--- config.mk ---
export PLATFORM = sky130hd
export DESIGN_NAME = collatz_seq_monitor
export DESIGN_NICKNAME = d
export VERILOG_FILES = /design/src/rtl/collatz_pkg.sv /design/src/rtl/collatz_next.sv /design/src/rtl/collatz_seq_monitor.sv
export SDC_FILE = /design/constraint.sdc
export NUM_CORES = 1
export LEC_CHECK = 0
export CAP_MARGIN = 0
export CORE_ASPECT_RATIO = 0.7
export CORE_MARGIN = 2
export CORE_UTILIZATION = 50
export DETAILED_ROUTE_END_ITERATION = 10
export DONT_BUFFER_PORTS = 1
export HOLD_SLACK_MARGIN = 0.06
export PLACE_DENSITY = 0.77
export SYNTH_ARGS = -nofsm -noshare
export SYNTH_HDL_FRONTEND = slang
export SYNTH_SLANG_ARGS = --single-unit
--- constraint.sdc ---
create_clock -name clk -period 8.65 [get_ports clk]
set_clock_uncertainty 0.2 [all_clocks]
set_input_delay 1.2975 -clock clk [delete_from_list [all_inputs] [get_ports clk]]
set_output_delay 1.2975 -clock clk [all_outputs]
set_load 0.01 [all_outputs]
--- src/rtl/collatz_pkg.sv ---
// Shared widths, monitor state encoding and error codes for the Collatz datapath.
package collatz_pkg;

  localparam int COLLATZ_VAL_W  = 13;
  localparam int COLLATZ_STEP_W = 9;

  typedef enum logic [1:0] {
    MON_IDLE  = 2'd0,
    MON_TRACK = 2'd1,
    MON_DONE  = 2'd2,
    MON_ERROR = 2'd3
  } mon_state_t;

  typedef enum logic [1:0] {
    ERR_NONE       = 2'd0,
    ERR_ZERO_START = 2'd1,
    ERR_OVERFLOW   = 2'd2,
    ERR_MISMATCH   = 2'd3
  } err_code_t;

endpackage

--- src/rtl/collatz_next.sv ---
// Combinational Collatz successor; two extra result bits so 3n+1 never wraps.
module collatz_next #(
  parameter int VAL_W = 13
) (
  input  logic [VAL_W-1:0] value_i,
  output logic [VAL_W+1:0] next_o
);

  logic [VAL_W+1:0] ext;

  assign ext    = {2'b00, value_i};
  assign next_o = value_i[0] ? (ext + (ext << 1) + {{(VAL_W+1){1'b0}}, 1'b1})
                             : (ext >> 1);

endmodule

--- src/rtl/collatz_seq_monitor.sv ---
// Collatz sequence monitor: tracks steps/peak and flags bad sequences.
// Successor comparison is built only when COLLATZ_MON_CHECK_EN is defined.
//
//   state | meaning
//   IDLE  | waiting for a start sample
//   TRACK | following a sequence, checking each successor
//   DONE  | value 1 reached, outputs held
//   ERROR | zero start, overflow or mismatch, outputs held
module collatz_seq_monitor
  import collatz_pkg::*;
#(
  parameter int VAL_W  = COLLATZ_VAL_W,
  parameter int STEP_W = COLLATZ_STEP_W
) (
  input  logic              clk,
  input  logic              reset,
  input  logic              in_valid,
  input  logic              in_start,
  input  logic [VAL_W-1:0]  in_value,
  input  logic              clear,
  output logic [STEP_W-1:0] steps,
  output logic [VAL_W-1:0]  peak,
  output logic              busy,
  output logic              done,
  output logic              err,
  output logic [1:0]        err_code
);

  localparam logic [1:0] S_IDLE  = MON_IDLE;
  localparam logic [1:0] S_TRACK = MON_TRACK;
  localparam logic [1:0] S_DONE  = MON_DONE;
  localparam logic [1:0] S_ERROR = MON_ERROR;

  logic [1:0]        state_q, state_d;
  logic [VAL_W-1:0]  prev_q, prev_d;
  logic [VAL_W-1:0]  peak_q, peak_d;
  logic [STEP_W-1:0] steps_q, steps_d;
  logic [1:0]        err_code_q, err_code_d;

  logic [VAL_W+1:0]  expected;
  logic              overflow;
  logic              mismatch;

  collatz_next #(.VAL_W(VAL_W)) u_next (
    .value_i (prev_q),
    .next_o  (expected)
  );

  assign overflow = |expected[VAL_W+1:VAL_W];

`ifdef COLLATZ_MON_CHECK_EN
  assign mismatch = (in_value != expected[VAL_W-1:0]);
`else
  assign mismatch = 1'b0;
`endif

  always_comb begin
    state_d    = state_q;
    prev_d     = prev_q;
    peak_d     = peak_q;
    steps_d    = steps_q;
    err_code_d = err_code_q;
    if (clear) begin
      state_d    = S_IDLE;
      prev_d     = '0;
      peak_d     = '0;
      steps_d    = '0;
      err_code_d = ERR_NONE;
    end else if (in_valid && in_start) begin
      prev_d     = in_value;
      peak_d     = in_value;
      steps_d    = '0;
      err_code_d = ERR_NONE;
      if (in_value == '0) begin
        state_d    = S_ERROR;
        err_code_d = ERR_ZERO_START;
      end else if (in_value == VAL_W'(1)) begin
        state_d = S_DONE;
      end else begin
        state_d = S_TRACK;
      end
    end else if (in_valid && state_q == S_TRACK) begin
      // Overflow is judged on prev alone, so the offending sample is dropped
      if (overflow) begin
        state_d    = S_ERROR;
        err_code_d = ERR_OVERFLOW;
      end else if (mismatch) begin
        state_d    = S_ERROR;
        err_code_d = ERR_MISMATCH;
      end else begin
        prev_d  = in_value;
        steps_d = (&steps_q) ? steps_q : steps_q + 1'b1;
        if (in_value > peak_q) peak_d = in_value;
        if (in_value == VAL_W'(1)) state_d = S_DONE;
      end
    end
  end

  always_ff @(posedge clk or posedge reset) begin
    if (reset) begin
      state_q    <= S_IDLE;
      prev_q     <= '0;
      peak_q     <= '0;
      steps_q    <= '0;
      err_code_q <= ERR_NONE;
    end else begin
      state_q    <= state_d;
      prev_q     <= prev_d;
      peak_q     <= peak_d;
      steps_q    <= steps_d;
      err_code_q <= err_code_d;
    end
  end

  assign steps    = steps_q;
  assign peak     = peak_q;
  assign err_code = err_code_q;
  assign busy     = (state_q == S_TRACK);
  assign done     = (state_q == S_DONE);
  assign err      = (state_q == S_ERROR);

endmodule

==> results.cfg <==
[die]
rows = 22
die_width_um = 91.45
dieArea_um2 = 5963
io_pins = 45
design.core.area_um2 = 5202
fp.dieH_um = 65.21
start_util = 0.5144

[global_route]
grt_use_total = 0.2112
grt_max_degree = 40
overflow = 0
grt_pass1_vias = 2069
antenna_found_initial = 0
grt_pass1_wl_mm = 10.12

[layout]
antenna_cells = 0
drive_gt1_frac = 0.04452
final_cells = 364
areaGrowthSynthToFinish_pct = 5.750
final_area_um2 = 2830
nNetsFinal = 339

[worst_setup_path]
critPathTopFamily = compound AO/OA/AOI/OAI gates
worstSetupPathType = register to register
arrival_ps = 3440
cp_slowest_stage_delay_ps = 740
path_cells = ha_1 -> nor2b_1 -> o2111ai_1 -> a211oi_1 -> o41a_1 -> o21a_1 -> o31ai_4 -> mux2_1
crit_required_ps = 8630
critPathLaunchType = register
crit_slowest_cell = o31ai_4
crit_path_max_fanout = 13
crit_buf_inv = 0
critPathCaptureType = register

[logic_synthesis]
yosysMostFrequentCell = dfrtp_1
avgSynthCellArea_um2 = 9.165
ys_top_cells_by_count = dfrtp_1 (39), a21oi_1 (36), ha_1 (29)
syn-num-nets = 339
ys_ff_latch = 39
yosysSeqAreaShare = 0.3647
yosysWarnings = 0
yosys.area.top_type = dfrtp_1
synth_cell_types = 41
ys.flop_type = dfrtp_1
syn_inst = 292
synth_area_leaders = dfrtp_1 (36%), ha_1 (14%), a21oi_1 (6.7%), mux2i_1 (6.7%), nand2b_1 (4.7%)
netlist_area_um2 = 2676
synth-edff-count = 0
synth_top_area_share = 0.3647
async_reset_ff_frac = 1.000

[sta]
slew_headroom = 0.2831
final-hold-violation-count = 0
fin_ws_ps = 5183
finalCritPeriodShare = 0.4008
fin_crit_ps = 3467
worst_pin_slew_ps = 1064
fin_hold_ws_ps = 365.0
rsz0062_at_grt = no
fin_setup_tns_ps = 0
slew_viol_final = 0
setup_violations = 0
max_freq_mhz = 288.4

[clock_network]
clockRootBuffer = clkbuf_8
cts_setup_buffers = 0
clkTransAtPathRegs_ps = 80
cts_tree = built
cts-buffers-inserted = 5
cts_hold_buffers = 0
post_cts_resized = 0
cts_max_level = 2
worstSkewPairLatency_ps = 300
clockBufferDepth = 2
clock_sink_count = 39

[drt]
drt-total-wl_mm = 5.968
avgViaCountPerCell = 5.879
wl_per_cell_um = 16.40
first_iter_violations = 127
vias = 2140
ant_nets = 0
drc = 0
drtPass1Iterations = 4

[place]
dpl.cell_count = 357
io_buffers = 0
pre_cts_ws_ps = 5005
place_congestion = 0.8267
placed_cell_area_um2 = 2743
dp_hpwl_mm = 4.532

[power]
ir_drop_mv = 0.09834
p_per_area_nw_per_um2 = 144.2
leakage_nw = 1.305

[flow_run]
cap_violations = 0

[hold_path]
hp-class = register to register

[outcome]
status = completed
[cell usage in the layout (no fill, tap or decap), types with 3 or more instances in the layout]
master      n
nand3_1    24
dfrtp_1    39
a21o_1      5
nand4_1     3
nor4_1      4
ha_1       29
nand2_1    16
a21oi_1    36
o21ai_0    18
nor2_1      9
o2111ai_1   5
and3_1      6
nand2b_1   20
nor2b_1     5
mux2i_1    18
inv_1      18
clkbuf_8    6
buf_4       3
[cells by family after synthesis]
kind of cell	share of synthesized area
simple gates	0.1889
compound gates	0.1968
flops	0.3647
fa+ha+maj	0.1356
buf+inv	0.04254
mux	0.07153
[flip-flops by register name, indices dropped and copies added (netlist names)]
register	cells
steps	9
err_code	2
prev_q	13
peak	13
state_q	2
[where the power goes]
| part | switching (mW) | internal [mW] | total, mW |
|---|---|---|---|
| Clock | 0.0646 | 0.0626 | 0.127 |
| Sequential | 0.0133 | 0.193 | 0.206 |
| Combinational | 0.0446 | 0.0299 | 0.0746 |
| Total | 0.123 | 0.286 | 0.408 |
[metrics by stage]
step / power [mW] / utilization
after floorplan: 0.2680 / -
after CTS: 0.4110 / 0.5440
final: 0.4081 / 0.5440
after detailed placement: 0.2844 / 0.5272
after global routing: 0.4307 / 0.5440
after global placement: 0.2815 / 0.5272
[cell type report]
type / count / area, um^2
clock inverter: 1 / 5.005
fill: 482 / 2372
sequential: 39 / 975.9
tap: 72 / 90.09
multi-input combinational: 225 / 1587
inverter: 18 / 67.56
clock buffer: 6 / 82.58
timing repair buffer: 3 / 22.52
[worst register-to-register path: cells and delay by family (launching register included)]
kind / cells / cell delay, ps
AO/OA/AOI/OAI: 5 / 1890
adder cells (fa/ha/maj): 1 / 330
multiplexers: 1 / 380
flip-flops: 1 / 500
AND/OR/NAND/NOR: 1 / 40
[routing by layer]
layer,up-vias,GRT usage,share of wire
li1,1069,-,-
met1,993,0.3122,0.49
met2,74,0.3033,0.42
met3,4,0.07225,0.083
met4,0,0.03220,0.0040
met5,-,0,0
[path summary, 6_finish.rpt]
path / from / to / slack, ps / depth (start not counted)
worst max-delay path: prev_q[0] / peak[0] / 5180 / 8
worst min-delay path: prev_q[9] / prev_q[9] / 360 / 2
worst max register to register: prev_q[0] / peak[0] / 5180 / 8
worst min register to register: prev_q[9] / prev_q[9] / 360 / 2
max in group asynchronous: reset / peak[10] / 7090 / 2
min in group asynchronous: reset / steps[5] / 810 / 2
Power figures use the tool's default switching activity.
